File: src/rtl/execute_and_store_back_pkg.sv
// Shared definitions for the execute/writeback stage: widths, opcodes,
// FSM state encoding and processor-status-word bit positions.
package exec_pkg;

    localparam int DATA_W = 16;
    localparam int ADDR_W = 8;
    localparam int REG_W  = 4;

    localparam logic [3:0] OP_NOP   = 4'd0;
    localparam logic [3:0] OP_HALT  = 4'd1;
    localparam logic [3:0] OP_ADD   = 4'd2;
    localparam logic [3:0] OP_SUB   = 4'd3;
    localparam logic [3:0] OP_MUL   = 4'd4;
    localparam logic [3:0] OP_AND   = 4'd5;
    localparam logic [3:0] OP_OR    = 4'd6;
    localparam logic [3:0] OP_XOR   = 4'd7;
    localparam logic [3:0] OP_NAND  = 4'd8;
    localparam logic [3:0] OP_NOT   = 4'd9;
    localparam logic [3:0] OP_SHL   = 4'd10;
    localparam logic [3:0] OP_SHR   = 4'd11;
    localparam logic [3:0] OP_MOV   = 4'd12;
    localparam logic [3:0] OP_CMP   = 4'd13;
    localparam logic [3:0] OP_LOAD  = 4'd14;
    localparam logic [3:0] OP_STORE = 4'd15;

    typedef enum logic [2:0] {
        ST_IDLE  = 3'd0,
        ST_EXEC  = 3'd1,
        ST_WB    = 3'd2,
        ST_MEMRD = 3'd3,
        ST_MEMWR = 3'd4,
        ST_HALT  = 3'd5
    } state_t;

    localparam int PSW_Z = 0;
    localparam int PSW_N = 1;
    localparam int PSW_C = 2;
    localparam int PSW_V = 3;

endpackage

File: src/rtl/execute_and_store_back_if.sv
// Bundle of the instruction input, register-file writeback and memory
// handshake signals of the execute/writeback stage.
// slave  : the stage itself.
// master : the surrounding pipeline / register file / memory.
interface execute_and_store_back_if;
    import exec_pkg::*;

    logic [3:0]        opcode;
    logic [REG_W-1:0]  destReg;
    logic [DATA_W-1:0] srcVal1;
    logic [DATA_W-1:0] srcVal2;
    logic [ADDR_W-1:0] memAddr;
    logic              used1;
    logic              used2;

    logic [REG_W-1:0]  destRegStore;
    logic [DATA_W-1:0] destVal;
    logic              storeNow;
    logic              storeDone;

    logic [ADDR_W-1:0] memAddrLoadStore;
    logic [DATA_W-1:0] memValueStore;
    logic [DATA_W-1:0] memValueLoad;
    logic              valueReady;
    logic              readReq;

    logic [DATA_W-1:0] ProcessorStatusWord;
    logic              powerdown;

    modport slave (
        input  opcode, destReg, srcVal1, srcVal2, memAddr, used1, used2,
        input  storeDone, memValueLoad, valueReady,
        output destRegStore, destVal, storeNow,
        output memAddrLoadStore, memValueStore, readReq,
        output ProcessorStatusWord, powerdown
    );

    modport master (
        output opcode, destReg, srcVal1, srcVal2, memAddr, used1, used2,
        output storeDone, memValueLoad, valueReady,
        input  destRegStore, destVal, storeNow,
        input  memAddrLoadStore, memValueStore, readReq,
        input  ProcessorStatusWord, powerdown
    );
endinterface

File: src/rtl/execute_and_store_back_alu.sv
// Combinational ALU of the execute stage: result plus Z/N/C/V flags.
// Flags are only meaningful for opcodes ADD..CMP; the caller decides
// when to commit them.
module exec_alu
    import exec_pkg::*;
(
    input  logic [3:0]        opcode_i,
    input  logic [DATA_W-1:0] a_i,
    input  logic [DATA_W-1:0] b_i,
    output logic [DATA_W-1:0] result_o,
    output logic [3:0]        flags_o
);

    logic [DATA_W:0] sum_ext;
    logic [DATA_W:0] diff_ext;
    logic [DATA_W:0] shl_ext;
    logic [DATA_W:0] shr_ext;
    logic            carry;
    logic            ovf;

    // Extended-width intermediates expose carry/borrow and the shifted-out bit
    assign sum_ext  = {1'b0, a_i} + {1'b0, b_i};
    assign diff_ext = {1'b0, a_i} - {1'b0, b_i};
    assign shl_ext  = {1'b0, a_i} << b_i[3:0];
    assign shr_ext  = {a_i, 1'b0} >> b_i[3:0];

    // Result and carry/overflow selection by opcode
    always_comb begin
        result_o = '0;
        carry    = 1'b0;
        ovf      = 1'b0;
        case (opcode_i)
            OP_ADD: begin
                result_o = sum_ext[DATA_W-1:0];
                carry    = sum_ext[DATA_W];
                ovf      = (a_i[DATA_W-1] == b_i[DATA_W-1]) &&
                           (sum_ext[DATA_W-1] != a_i[DATA_W-1]);
            end
            OP_SUB, OP_CMP: begin
                result_o = diff_ext[DATA_W-1:0];
                carry    = diff_ext[DATA_W];
                ovf      = (a_i[DATA_W-1] != b_i[DATA_W-1]) &&
                           (diff_ext[DATA_W-1] != a_i[DATA_W-1]);
            end
            OP_MUL:  result_o = a_i * b_i;
            OP_AND:  result_o = a_i & b_i;
            OP_OR:   result_o = a_i | b_i;
            OP_XOR:  result_o = a_i ^ b_i;
            OP_NAND: result_o = ~(a_i & b_i);
            OP_NOT:  result_o = ~a_i;
            OP_SHL: begin
                result_o = shl_ext[DATA_W-1:0];
                carry    = shl_ext[DATA_W];
            end
            OP_SHR: begin
                result_o = shr_ext[DATA_W:1];
                carry    = shr_ext[0];
            end
            OP_MOV:  result_o = a_i;
            default: result_o = '0;
        endcase
    end

    // Pack flags into their status-word bit positions
    always_comb begin
        flags_o        = '0;
        flags_o[PSW_Z] = (result_o == '0);
        flags_o[PSW_N] = result_o[DATA_W-1];
        flags_o[PSW_C] = carry;
        flags_o[PSW_V] = ovf;
    end

endmodule

File: src/rtl/execute_and_store_back.sv
// Execute/writeback stage of the 3-stage 16-bit pipeline.
// Accepts one decoded instruction in IDLE, executes it, and either writes
// the result back to the register file (storeNow/storeDone) or performs a
// memory load/store (readReq/valueReady). Holds the status word, the
// forward register and the sticky halt state.
// Optional feature: define FORWARD_EN to let used1/used2 substitute the
// forward register for the corresponding operand when sampling.
module execute_and_store_back
    import exec_pkg::*;
(
    input  logic                       clk,
    input  logic                       rst,
    execute_and_store_back_if.slave    bus
);

    state_t            state_q, state_d;

    // Latched instruction
    logic [3:0]        op_q, op_d;
    logic [REG_W-1:0]  dest_q, dest_d;
    logic [DATA_W-1:0] a_q, a_d;
    logic [DATA_W-1:0] b_q, b_d;
    logic [ADDR_W-1:0] addr_q, addr_d;

    // Registered outputs and architectural state
    logic [REG_W-1:0]  dest_reg_store_q, dest_reg_store_d;
    logic [DATA_W-1:0] dest_val_q, dest_val_d;
    logic              store_now_q, store_now_d;
    logic              read_req_q, read_req_d;
    logic [ADDR_W-1:0] mem_addr_q, mem_addr_d;
    logic [DATA_W-1:0] mem_value_q, mem_value_d;
    logic [3:0]        psw_q, psw_d;
    logic              powerdown_q, powerdown_d;
    logic [DATA_W-1:0] fwd_q, fwd_d;

    logic [DATA_W-1:0] op1_sel;
    logic [DATA_W-1:0] op2_sel;
    logic [DATA_W-1:0] alu_result;
    logic [3:0]        alu_flags;

`ifdef FORWARD_EN
    // Forwarding: substitute the last computed/loaded result for flagged operands
    always_comb begin
        op1_sel = bus.used1 ? fwd_q : bus.srcVal1;
        op2_sel = bus.used2 ? fwd_q : bus.srcVal2;
    end
`else
    logic unused_fwd_flags;
    assign unused_fwd_flags = bus.used1 ^ bus.used2;

    // Operands are taken exactly as presented
    always_comb begin
        op1_sel = bus.srcVal1;
        op2_sel = bus.srcVal2;
    end
`endif

    exec_alu u_alu (
        .opcode_i (op_q),
        .a_i      (a_q),
        .b_i      (b_q),
        .result_o (alu_result),
        .flags_o  (alu_flags)
    );

    // State and output registers; reset aborts any handshake in flight
    always_ff @(posedge clk or posedge rst) begin
        if (rst) begin
            state_q          <= ST_IDLE;
            op_q             <= OP_NOP;
            dest_q           <= '0;
            a_q              <= '0;
            b_q              <= '0;
            addr_q           <= '0;
            dest_reg_store_q <= '0;
            dest_val_q       <= '0;
            store_now_q      <= 1'b0;
            read_req_q       <= 1'b0;
            mem_addr_q       <= '0;
            mem_value_q      <= '0;
            psw_q            <= '0;
            powerdown_q      <= 1'b0;
            fwd_q            <= '0;
        end else begin
            state_q          <= state_d;
            op_q             <= op_d;
            dest_q           <= dest_d;
            a_q              <= a_d;
            b_q              <= b_d;
            addr_q           <= addr_d;
            dest_reg_store_q <= dest_reg_store_d;
            dest_val_q       <= dest_val_d;
            store_now_q      <= store_now_d;
            read_req_q       <= read_req_d;
            mem_addr_q       <= mem_addr_d;
            mem_value_q      <= mem_value_d;
            psw_q            <= psw_d;
            powerdown_q      <= powerdown_d;
            fwd_q            <= fwd_d;
        end
    end

    // Next-state and next-output logic of the instruction FSM
    always_comb begin
        state_d          = state_q;
        op_d             = op_q;
        dest_d           = dest_q;
        a_d              = a_q;
        b_d              = b_q;
        addr_d           = addr_q;
        dest_reg_store_d = dest_reg_store_q;
        dest_val_d       = dest_val_q;
        store_now_d      = store_now_q;
        read_req_d       = read_req_q;
        mem_addr_d       = mem_addr_q;
        mem_value_d      = mem_value_q;
        psw_d            = psw_q;
        powerdown_d      = powerdown_q;
        fwd_d            = fwd_q;

        case (state_q)
            ST_IDLE: begin
                if (bus.opcode == OP_HALT) begin
                    powerdown_d = 1'b1;
                    state_d     = ST_HALT;
                end else if (bus.opcode != OP_NOP) begin
                    op_d    = bus.opcode;
                    dest_d  = bus.destReg;
                    a_d     = op1_sel;
                    b_d     = op2_sel;
                    addr_d  = bus.memAddr;
                    state_d = ST_EXEC;
                end
            end

            ST_EXEC: begin
                if (op_q == OP_LOAD) begin
                    dest_reg_store_d = dest_q;
                    mem_addr_d       = addr_q;
                    read_req_d       = 1'b1;
                    store_now_d      = 1'b0;
                    state_d          = ST_MEMRD;
                end else if (op_q == OP_STORE) begin
                    mem_addr_d  = addr_q;
                    mem_value_d = a_q;
                    read_req_d  = 1'b1;
                    store_now_d = 1'b1;
                    state_d     = ST_MEMWR;
                end else begin
                    psw_d = alu_flags;
                    fwd_d = alu_result;
                    if (op_q == OP_CMP) begin
                        state_d = ST_IDLE;
                    end else begin
                        dest_reg_store_d = dest_q;
                        dest_val_d       = alu_result;
                        store_now_d      = 1'b1;
                        state_d          = ST_WB;
                    end
                end
            end

            ST_WB: begin
                if (bus.storeDone) begin
                    store_now_d = 1'b0;
                    state_d     = ST_IDLE;
                end
            end

            ST_MEMRD: begin
                if (bus.valueReady) begin
                    dest_val_d  = bus.memValueLoad;
                    fwd_d       = bus.memValueLoad;
                    read_req_d  = 1'b0;
                    store_now_d = 1'b1;
                    state_d     = ST_WB;
                end
            end

            ST_MEMWR: begin
                if (bus.valueReady) begin
                    read_req_d  = 1'b0;
                    store_now_d = 1'b0;
                    state_d     = ST_IDLE;
                end
            end

            ST_HALT: begin
                powerdown_d = 1'b1;
            end

            default: state_d = ST_IDLE;
        endcase
    end

    assign bus.destRegStore        = dest_reg_store_q;
    assign bus.destVal             = dest_val_q;
    assign bus.storeNow            = store_now_q;
    assign bus.readReq             = read_req_q;
    assign bus.memAddrLoadStore    = mem_addr_q;
    assign bus.memValueStore       = mem_value_q;
    assign bus.ProcessorStatusWord = {{(DATA_W-4){1'b0}}, psw_q};
    assign bus.powerdown           = powerdown_q;

endmodule

File: src/flat_wrapper.sv
// flat-port wrapper written by rule: the top's interface ports become plain ports
module execute_and_store_back_flat import exec_pkg::*;
  (clk, rst, bus_opcode, bus_destReg, bus_srcVal1, bus_srcVal2, bus_memAddr, bus_used1, bus_used2, bus_storeDone, bus_memValueLoad, bus_valueReady, bus_destRegStore, bus_destVal, bus_storeNow, bus_memAddrLoadStore, bus_memValueStore, bus_readReq, bus_ProcessorStatusWord, bus_powerdown);
  execute_and_store_back_if bus_i ();
  input  logic clk;
  input  logic rst;
  input wire logic [$bits(bus_i.opcode)-1:0] bus_opcode;
  input wire logic [$bits(bus_i.destReg)-1:0] bus_destReg;
  input wire logic [$bits(bus_i.srcVal1)-1:0] bus_srcVal1;
  input wire logic [$bits(bus_i.srcVal2)-1:0] bus_srcVal2;
  input wire logic [$bits(bus_i.memAddr)-1:0] bus_memAddr;
  input wire logic [$bits(bus_i.used1)-1:0] bus_used1;
  input wire logic [$bits(bus_i.used2)-1:0] bus_used2;
  input wire logic [$bits(bus_i.storeDone)-1:0] bus_storeDone;
  input wire logic [$bits(bus_i.memValueLoad)-1:0] bus_memValueLoad;
  input wire logic [$bits(bus_i.valueReady)-1:0] bus_valueReady;
  output wire logic [$bits(bus_i.destRegStore)-1:0] bus_destRegStore;
  output wire logic [$bits(bus_i.destVal)-1:0] bus_destVal;
  output wire logic [$bits(bus_i.storeNow)-1:0] bus_storeNow;
  output wire logic [$bits(bus_i.memAddrLoadStore)-1:0] bus_memAddrLoadStore;
  output wire logic [$bits(bus_i.memValueStore)-1:0] bus_memValueStore;
  output wire logic [$bits(bus_i.readReq)-1:0] bus_readReq;
  output wire logic [$bits(bus_i.ProcessorStatusWord)-1:0] bus_ProcessorStatusWord;
  output wire logic [$bits(bus_i.powerdown)-1:0] bus_powerdown;
  assign bus_i.opcode = bus_opcode;
  assign bus_i.destReg = bus_destReg;
  assign bus_i.srcVal1 = bus_srcVal1;
  assign bus_i.srcVal2 = bus_srcVal2;
  assign bus_i.memAddr = bus_memAddr;
  assign bus_i.used1 = bus_used1;
  assign bus_i.used2 = bus_used2;
  assign bus_i.storeDone = bus_storeDone;
  assign bus_i.memValueLoad = bus_memValueLoad;
  assign bus_i.valueReady = bus_valueReady;
  assign bus_destRegStore = bus_i.destRegStore;
  assign bus_destVal = bus_i.destVal;
  assign bus_storeNow = bus_i.storeNow;
  assign bus_memAddrLoadStore = bus_i.memAddrLoadStore;
  assign bus_memValueStore = bus_i.memValueStore;
  assign bus_readReq = bus_i.readReq;
  assign bus_ProcessorStatusWord = bus_i.ProcessorStatusWord;
  assign bus_powerdown = bus_i.powerdown;
  execute_and_store_back u_core (.clk(clk), .rst(rst), .bus(bus_i));
endmodule
File: config.mk
export PLATFORM = sky130hd
export DESIGN_NAME = execute_and_store_back_flat
export DESIGN_NICKNAME = d
export VERILOG_FILES = /design/src/rtl/execute_and_store_back_pkg.sv /design/src/rtl/execute_and_store_back_if.sv /design/src/rtl/execute_and_store_back_alu.sv /design/src/rtl/execute_and_store_back.sv /design/src/flat_wrapper.sv
export SDC_FILE = /design/constraint.sdc
export NUM_CORES = 1
export LEC_CHECK = 0
export BUFFER_PORTS_ARGS = -buffer_cell sky130_fd_sc_hd__buf_2
export CORE_UTILIZATION = 30
export DETAILED_ROUTE_END_ITERATION = 6
export SLEW_MARGIN = 20
export SYNTH_ARGS = -nofsm -noshare
export SYNTH_HDL_FRONTEND = slang
export SYNTH_HIERARCHICAL = 1
export SYNTH_SLANG_ARGS = --single-unit
export TNS_END_PERCENT = 10
File: constraint.sdc
create_clock -name clk -period 7.7 [get_ports clk]
set_input_delay 1.54 -clock clk [delete_from_list [all_inputs] [get_ports clk]]
set_output_delay 1.54 -clock clk [all_outputs]
set_load 0.02 [all_outputs]
==> results.json <==
{
  "fin_crit_ps": 7030,
  "dpl.hpwl_um": 36600,
  "diodes": 0,
  "layout-drive-gt1-share_pct": 15.0,
  "relSlewSlack_pct": 21.6,
  "holdBufCountCts": 0,
  "startpoint_type": "register",
  "wl_per_cell_um": 21.8,
  "yosysSeqAreaShare_pct": 20.0,
  "layout_common_cells": "nand2_1, inv_1, nor2_1",
  "drc": 3,
  "post_dp_cell_area_um2": 13900,
  "cts_tree": "done",
  "worst_hold_path.endpoint": "u_core/dest_q[2]",
  "drt-pass1-iter-count": 7,
  "end_kind": "register",
  "violations": "design-rule violations",
  "fp.dieH_um": 208,
  "outcome": "complete, but fails checks",
  "critPathBufInv": 7,
  "crit-reg2reg-capture": "u_core/psw_q[0]",
  "fillers": 4346,
  "synth.distinct_cells": 84,
  "clock_latency_ps": 380,
  "slowest_delay_ps": 680,
  "std_cell_rows": 75,
  "cts.sinks": 102,
  "synth.avg_cell_area_um2": 8.13,
  "clk_pin_slew_ps": 80,
  "placeableCoreArea_um2": 41900,
  "slowest_stage": "dfrtp_1",
  "drv_slew": 0,
  "min_path_type": "register to register",
  "grt_pass1_wl_um": 72900,
  "viasPerCell": 5.50,
  "dp_slack_ps": 704,
  "io_pins": 133,
  "nets": 1891,
  "grt-ovfl-total": 0,
  "grt_max_degree": 68,
  "fin_setup_tns_ps": 0,
  "grt_pass1_vias": 12000,
  "setup-violations-final": 0,
  "antenna_left": 0,
  "cts_max_level": 3,
  "syn_area_um2": 12800,
  "syn_inst": 1571,
  "synth_warnings": 6,
  "rsz0062_at_grt": "no",
  "synthFlopType": "dfrtp_1",
  "track_usage_pct": 22.0,
  "design_area_um2": 14200,
  "start_util_pct": 30.4,
  "hold_viol": 0,
  "rr_worst_depth": 25,
  "crit_type": "register to register",
  "worst_slew_pin_slew_ps": 1180,
  "reg2reg_setup_slack_ps": 670,
  "cts_buffers": 9,
  "crit_family": "adder cells",
  "first_iter_violations": 1211,
  "cts_buffer_depth": 2,
  "die_area_um2": 43400,
  "postCtsSetupBuffers": 0,
  "cts_resized": 0,
  "fmax_mhz": 142,
  "synth_edf_count": 0,
  "vias": 12000,
  "async_reset_ff_share_pct": 100,
  "crit_top_cell": "inv_1",
  "worstHoldStart": "u_core/dest_q[2]",
  "required_ps": 8020,
  "setup_slack_ps": 674,
  "maxCapViolCount": 0,
  "holdWs_ps": 475,
  "final_common_cell": "nand2_1",
  "grt_antenna_before_repair": 0,
  "io_buffer_count": 118,
  "synth_seq_cells": 102,
  "period_share_pct": 91.3,
  "skew_ps": 6.84,
  "syn_to_final_growth_pct": 11.0,
  "wl_um": 47700,
  "rr_startpoint": "u_core/a_q[5]",
  "critPathArrivalTime_ps": 7350,
  "cp_max_fo": 8,
  "die_x_um": 208,
  "place.gp.congestion": 0.965,
  "cts_root_buf": "clkbuf_16",
  "min_path_cells": 2
}
==> state kept, by name, indices dropped and copies added, names as in the netlist <==
register / cells
u_core/bus.readReq: 1
u_core/bus.memAddrLoadStore: 8
u_core/addr_q: 8
u_core/psw_q: 4
u_core/dest_q: 4
u_core/a_q: 16
u_core/bus.storeNow: 1
u_core/bus.memValueStore: 16
u_core/bus.destVal: 16
u_core/state_q: 3
u_core/b_q: 16
u_core/bus.powerdown: 1
u_core/op_q: 4
u_core/bus.destRegStore: 4
==> metrics by stage <==
step | util, % | cells
4_1_cts | 33.8 | 2184
2_1_floorplan | - | 1582
5_1_grt | 33.8 | 2184
6_report | 33.8 | 2184
3_5_place_dp | 33.1 | 2168
3_3_place_gp | 33.0 | 2167
==> layer usage <==
layer  GRT usage (%)  routed length (um)  share of wire (%)  vias up
met5               0                   0                  0        -
met4            9.35                1900                4.0        0
met3            3.85                3460                7.3      108
met2            36.3               22200                 46      570
met1            28.3               20200                 42     5897
li1                -                   -                  -     5434
==> synth_stat cells, types with 8 or more instances <==
library cell,n,area (um^2)
ha_1,100,1250
nand4_1,8,50.1
a21o_1,9,67.6
inv_1,161,604
clkbuf_1,61,229
a211oi_1,24,180
mux2_2,28,315
xor2_1,9,78.8
buf_2,24,120
a2111oi_0,8,70.1
a221oi_1,9,78.8
nor2_1,124,465
nand2_1,278,1040
xnor2_1,35,307
mux2i_1,44,440
a21oi_1,63,315
a31oi_1,18,113
buf_4,15,113
nor3_1,33,165
nand2b_1,35,219
o211ai_1,14,105
o21ai_0,59,295
o22ai_1,13,81.3
mux4_2,10,225
mux2_4,9,135
nand3_1,20,100
nor2b_1,11,68.8
dfrtp_1,102,2550
fa_1,81,1620
==> tightest hold or removal path: stages (launching register included) <==
cell and delay, ps:
dfrtp_1 350, nand2_1 50, nand2_1 50
==> worst max-delay path by stage <==
stage               depth (start not counted)              end  slack (ps)          start
floorplan                                  26  u_core/psw_q[0]         460  u_core/b_q[1]
global placement                           25  u_core/psw_q[0]         750  u_core/a_q[5]
detailed placement                         25  u_core/psw_q[0]         700  u_core/a_q[5]
CTS                                        25  u_core/psw_q[0]         690  u_core/a_q[5]
global route                               21  u_core/psw_q[0]         300  u_core/a_q[5]
finish                                     25  u_core/psw_q[0]         670  u_core/a_q[5]
==> cell families after synthesis <==
group	count (synthesis)	synth area share, %
buf+inv	282	9.29
compound gates	309	16.4
other cells	1	0.0294
xor+xnor	45	3.19
flops	102	20.0
fa+ha+maj	181	22.5
simple gates	558	19.7
mux	93	8.92
==> final cells by class <==
cell class	count	area [um^2]	share of cell area (%)
clock buffers	9	225	1.59
clock inverters	7	75.1	0.530
inverters	170	641	4.52
multi-input cells	1198	9090	64.2
flip-flops and latches	102	2550	18.0
well taps	539	674	4.76
repair buffers	159	911	6.43
Power is left out: the tool's default activity adds up to more than one toggle a clock period on the data nets, which glitch-free logic cannot reach.
